--- src/rtl/cpu_pkg.sv ---
// Shared definitions for the 8-bit accumulator CPU (ALU, controller, register file).
package cpu_pkg;
    localparam int DW      = 8;
    localparam int NREGS   = 8;
    localparam int AW      = 3;
    localparam int ACC_IDX = 0;

    typedef logic [DW-1:0] word_t;
    typedef logic [AW-1:0] raddr_t;
endpackage

--- src/rtl/reg_file_flag_reg.sv ---
// Single-bit status flag with clear-over-enable priority; reusable for carry/zero/parity.
module flag_reg (
    input  logic clk,
    input  logic reset,
    input  logic clr,
    input  logic en,
    input  logic d,
    output logic q
);
    always_ff @(posedge clk) begin
        if (reset)    q <= 1'b0;
        else if (clr) q <= 1'b0;
        else if (en)  q <= d;
    end
endmodule

--- src/rtl/reg_file.sv ---
// Architectural register file with accumulator (r0) tap and shift-carry flag.
// Define REG_FILE_BYPASS_EN to forward same-cycle writes to the read ports.
module reg_file #(
    parameter int DW    = cpu_pkg::DW,
    parameter int NREGS = cpu_pkg::NREGS,
    parameter int AW    = $clog2(NREGS)
) (
    input  logic          clk,
    input  logic          reset,
    input  logic [AW-1:0] ra_addr,
    input  logic [AW-1:0] rb_addr,
    output logic [DW-1:0] ra_data,
    output logic [DW-1:0] rb_data,
    output logic [DW-1:0] acc_data,
    input  logic          wr_en,
    input  logic [AW-1:0] wr_addr,
    input  logic [DW-1:0] wr_data,
    input  logic          sc_wr_en,
    input  logic          sc_in,
    input  logic          sc_clr,
    output logic          sc_out
);
    localparam logic [AW-1:0] ACC = AW'(cpu_pkg::ACC_IDX);

    logic [DW-1:0] regs [NREGS];

    always_ff @(posedge clk) begin
        if (reset) begin
            for (int i = 0; i < NREGS; i++) regs[i] <= '0;
        end else if (wr_en) begin
            regs[wr_addr] <= wr_data;
        end
    end

`ifdef REG_FILE_BYPASS_EN
    // A write in a reset cycle is dropped, so it must not be forwarded either.
    logic fwd;
    assign fwd      = wr_en && !reset;
    assign ra_data  = (fwd && wr_addr == ra_addr) ? wr_data : regs[ra_addr];
    assign rb_data  = (fwd && wr_addr == rb_addr) ? wr_data : regs[rb_addr];
    assign acc_data = (fwd && wr_addr == ACC)     ? wr_data : regs[ACC];
`else
    assign ra_data  = regs[ra_addr];
    assign rb_data  = regs[rb_addr];
    assign acc_data = regs[ACC];
`endif

    flag_reg u_sc (
        .clk   (clk),
        .reset (reset),
        .clr   (sc_clr),
        .en    (sc_wr_en),
        .d     (sc_in),
        .q     (sc_out)
    );
endmodule

--- config.mk ---
export PLATFORM = sky130hd
export DESIGN_NAME = reg_file
export DESIGN_NICKNAME = d
export VERILOG_FILES = /design/src/rtl/cpu_pkg.sv /design/src/rtl/reg_file_flag_reg.sv /design/src/rtl/reg_file.sv
export SDC_FILE = /design/constraint.sdc
export NUM_CORES = 1
export LEC_CHECK = 0
export CAP_MARGIN = 40
export CELL_PAD_IN_SITES_DETAIL_PLACEMENT = 1
export CELL_PAD_IN_SITES_GLOBAL_PLACEMENT = 1
export CORE_MARGIN = 10
export CORE_UTILIZATION = 25
export DETAILED_ROUTE_END_ITERATION = 8
export DONT_BUFFER_PORTS = 1
export PLACE_DENSITY = 0.49
export SLEW_MARGIN = 5
export SYNTH_ARGS = -nofsm -noshare
export SYNTH_HDL_FRONTEND = slang
export SYNTH_SLANG_ARGS = --single-unit
--- constraint.sdc ---
create_clock -name clk -period 5.58 [get_ports clk]
set_input_delay 1.116 -clock clk [delete_from_list [all_inputs] [get_ports clk]]
set_output_delay 1.116 -clock clk [all_outputs]
set_load 0.01 [all_outputs]
### Word-level counts from Yosys, hierarchy flattened

Memories as Yosys holds them, arrays and structs flattened.
Cells that the tools add are included.

* register bits after elaboration: 1
* bits in writable memories: 64
* output and inout bits: 25
* word-level logic and storage cells: 12
* memories: 1

* muxes and demuxes: 8
* reduce and logical (&&, ||, !) cells: 2

Memories
* regs: depth 8, bits a word 8, read ports 3, clocked after memory_dff 0, write ports 8, RTL line reg_file.sv:25 `logic [DW-1:0] regs [NREGS];`

Operator list (count)
* $mux W8: 1
* $reduce_or A8 Y1: 1
* $mux W1: 6
* $mux W3: 1
* $reduce_or A2 Y1: 1

### Depth between registers and ports, before layout

* depth in word-level cells: 5
* mapped depth: 4
* depth with buffers taken out: 2

### Cells and area by module

Synthesis repeated with hierarchy kept, for this count alone.

* cell total of the unflattened synthesis: 225
* area, all modules: 3565.9 µm²

By module, submodules not included
* reg_file: times used 1, cells an instance 222, area each 3525.9 µm², seq. area each 1921.8 µm²
* flag_reg: times used 1, cells an instance 3, area each 40.0 µm², seq. area each 20.0 µm²

### Worst setup path after synthesis

OpenSTA, ideal clock, no wires.

* kind: input port to output port
* start: input port ra_addr[0]
* end: output port ra_data[0]
* data arrival time: 2.181 ns
* slack: 2.283 ns
* stages on the path: 4
* path buffers: 2
* path through: buf_6 -> buf_12 -> mux4_1 -> mux2_2

* cells in the longest elaborated chain, start to end: 1

Ends and longest elaborated chain
* from (decl): RTL line reg_file.sv:10 `input logic [AW-1:0] ra_addr,`
* $mem_v2 Z8 W8
* to (decl): RTL line reg_file.sv:12 `output logic [DW-1:0] ra_data,`

No other way between the ends.

### Worst setup path in the final report

Ends and elaborated chain as after synthesis.

==> run_results.csv <==
group,metric,value,unit
yosys,avgSynthCellArea,15.8,sq um
worst_setup_path,cp_max_fo,16,
clock_network,cts_hold_buf,0,
global_route,grt_antenna_before_repair,0,
timing,final_hold_viol_count,0,
worst_setup_path,endpoint_kind,"output port",
timing,worst_pin_slew,881,ps
worst_setup_path,required,4460,ps
global_route,grt_max_degree,37,
timing,hold_ws,582,ps
yosys,synthesis.area,3560,sq um
die,num_rows,43,
die,die_x,139,microns
placement,place_congestion,0.679,
timing,rsz0062_at_grt,"no",
placement,placed_cells,391,
yosys,netlist_instances,226,
timing,fin_worst_skew,0,ps
timing,slew_headroom,41.3,%
final_layout,final_cell_mix,"nor3_1 (65), edfxtp_1 (64), mux4_1 (29)",
final_layout,nets,245,
worst_setup_path,startpoint_type,"primary input",
timing,period_share,56.0,%
die,core_area,13900,sq um
clock_network,htreeDepth,3,
detailed_routing,dr_total_vias,2052,
worst_setup_path,cp_slowest_stage_delay,540,ps
detailed_routing,first_pass_iters,4,
die,die-area,19400,sq um
global_route,grt_pass1_vias,2256,
timing,report.final.setup_viol,0,
clock_network,post_cts_buffers,0,
detailed_routing,drc,0,
placement,place_hpwl,6940,microns
placement,placed_cell_area,3730,sq um
yosys,synth_seq_cells,65,
global_route,grt.overflow.total,0,
final_layout,final_common_cell,"nor3_1",
clock_network,clkLatencyLatePin,330,ps
global_route,track_usage,10.5,%
final_layout,instances_no_fill,407,
final_layout,fin_area,4010,sq um
yosys,yosysSeqAreaShare,54.5,%
worst_setup_path,critical_path_class,"primary input to output port",
detailed_routing,first_iter_violations,95,
detailed_routing,drt_wl_total,10300,microns
final_layout,area_growth,12.6,%
final_layout,drive_gt1_share,19.4,%
die,ios,48,
clock_network,cts.sinks,65,
detailed_routing,routed_via_density,5.04,
clock_network,path_clk_slew,60,ps
worst_setup_path,crit_buf_inv,0,
die,die_h,139,microns
global_route,grt_first_pass_wirelength,15100,microns
min_path,worstHoldPathType,"flip-flop to flip-flop",
clock_network,cts_buffers,9,
run,max-cap-violations,0,
detailed_routing,routedWlPerCell,25.4,microns
yosys,syn_nets,249,
outcome,status,"finished clean",
detailed_routing,ant_nets,0,
worst_setup_path,cp_slowest_cell,"mux4_1",
power,powerDensity,316,nW/um^2
worst_setup_path,arrival,2010,ps
placement,io_buffers,0,
timing,fin_setup_tns,0,ps
timing,fin_crit,3120,ps
timing,fmax,320,MHz
final_layout,fillerInstances,1466,
clock_network,post_cts_resized,0,
worst_setup_path,cp_top_family,"multiplexers",
clock_network,cts_buffer_depth,2,
power,ir_drop,0.135,mV
clock_network,cts_tree,"built",
yosys,yosys_warnings,0,
power,leakagePower,1.27,nW
clock_network,root_buffer,"clkbuf_16",
yosys,synth_cell_types,19,
die,initial_core_util,25.6,%
final_layout,n_antenna_cell,0,
timing,drv_slew,0,
worst_setup_path,crit_chain,"mux4_1 > mux2_2",
power,power,1.27,mW
[state kept, by name, summed over array words and instances (netlist names)]
name and cells:
u_sc.q 1, regs 64
[stage by stage]
step / setup WS, ps / util (%)
2_1_floorplan: 2280 / -
3_3_place_gp: 2250 / 26.3
3_5_place_dp: 2440 / 26.7
4_1_cts: 2440 / 28.8
5_1_grt: 2440 / 28.8
6_report: 2460 / 28.8
[report_power, final]
group / switching, mW / internal, mW / leakage (nW)
Combinational: 0.0715 / 0.0631 / 0.514
Sequential: 0.0174 / 0.568 / 0.621
Clock: 0.209 / 0.340 / 0.134
Total: 0.298 / 0.971 / 1.27
[cell type report]
cell class | count | area, sq um | share of cell area, %
multi-input combinational | 128 | 1440 | 36.0
timing repair buffer | 10 | 86.3 | 2.15
sequential | 65 | 1940 | 48.4
clock inverter | 7 | 61.3 | 1.53
clock buffer | 9 | 225 | 5.61
inverter | 8 | 30.0 | 0.748
tap | 180 | 225 | 5.61
[layer usage]
layer	global-route usage, %	part of all wire, %	vias to the layer above
met5	0	0	-
met4	3.62	1.3	0
met3	2.96	4.7	11
met2	18.0	51	39
met1	12.2	43	1069
li1	-	-	933
[tightest hold or removal path: cells and delay by family (launching register included)]
family / cells / cell delay (ps)
multiplexers: 1 / 140
flip-flops: 1 / 350
AND/OR/NAND/NOR: 1 / 60
[synthesized netlist by cell type]
cell,instances,share of area (%)
nand2_1,1,0.11
or3b_2,1,0.25
nand3b_1,1,0.21
buf_6,2,0.63
mux2_2,16,5.1
buf_1,3,0.32
mux2i_1,1,0.28
o21bai_1,8,1.7
clkinv_1,8,0.84
dfxtp_1,1,0.56
edfxtp_1,64,54
buf_2,6,0.84
or2_2,1,0.18
buf_12,2,1.1
nor3_1,65,9.1
mux4_1,29,21
mux4_2,3,1.9
nand2b_1,2,0.35
clkbuf_1,12,1.3
[logic make-up (layout without fill, tap and decap cells)]
logic type,count (synthesis),count (layout),share of synthesized area (%)
AND/OR/NAND/NOR,71,71,10.2
flip-flops,65,65,54.5
multiplexers,49,49,28.6
buffers and inverters,33,34,5.02
AO/OA/AOI/OAI,8,8,1.68
[worst paths after layout]
check                           startpoint    endpoint  slack (ps)  cells past startpoint
worst min-delay path                u_sc.q      u_sc.q         580                      2
worst max-delay path            ra_addr[0]  ra_data[0]        2460                      2
worst max register to register      u_sc.q      u_sc.q        4900                      2
worst min register to register      u_sc.q      u_sc.q         580                      2
Power figures use the tool's default switching activity.
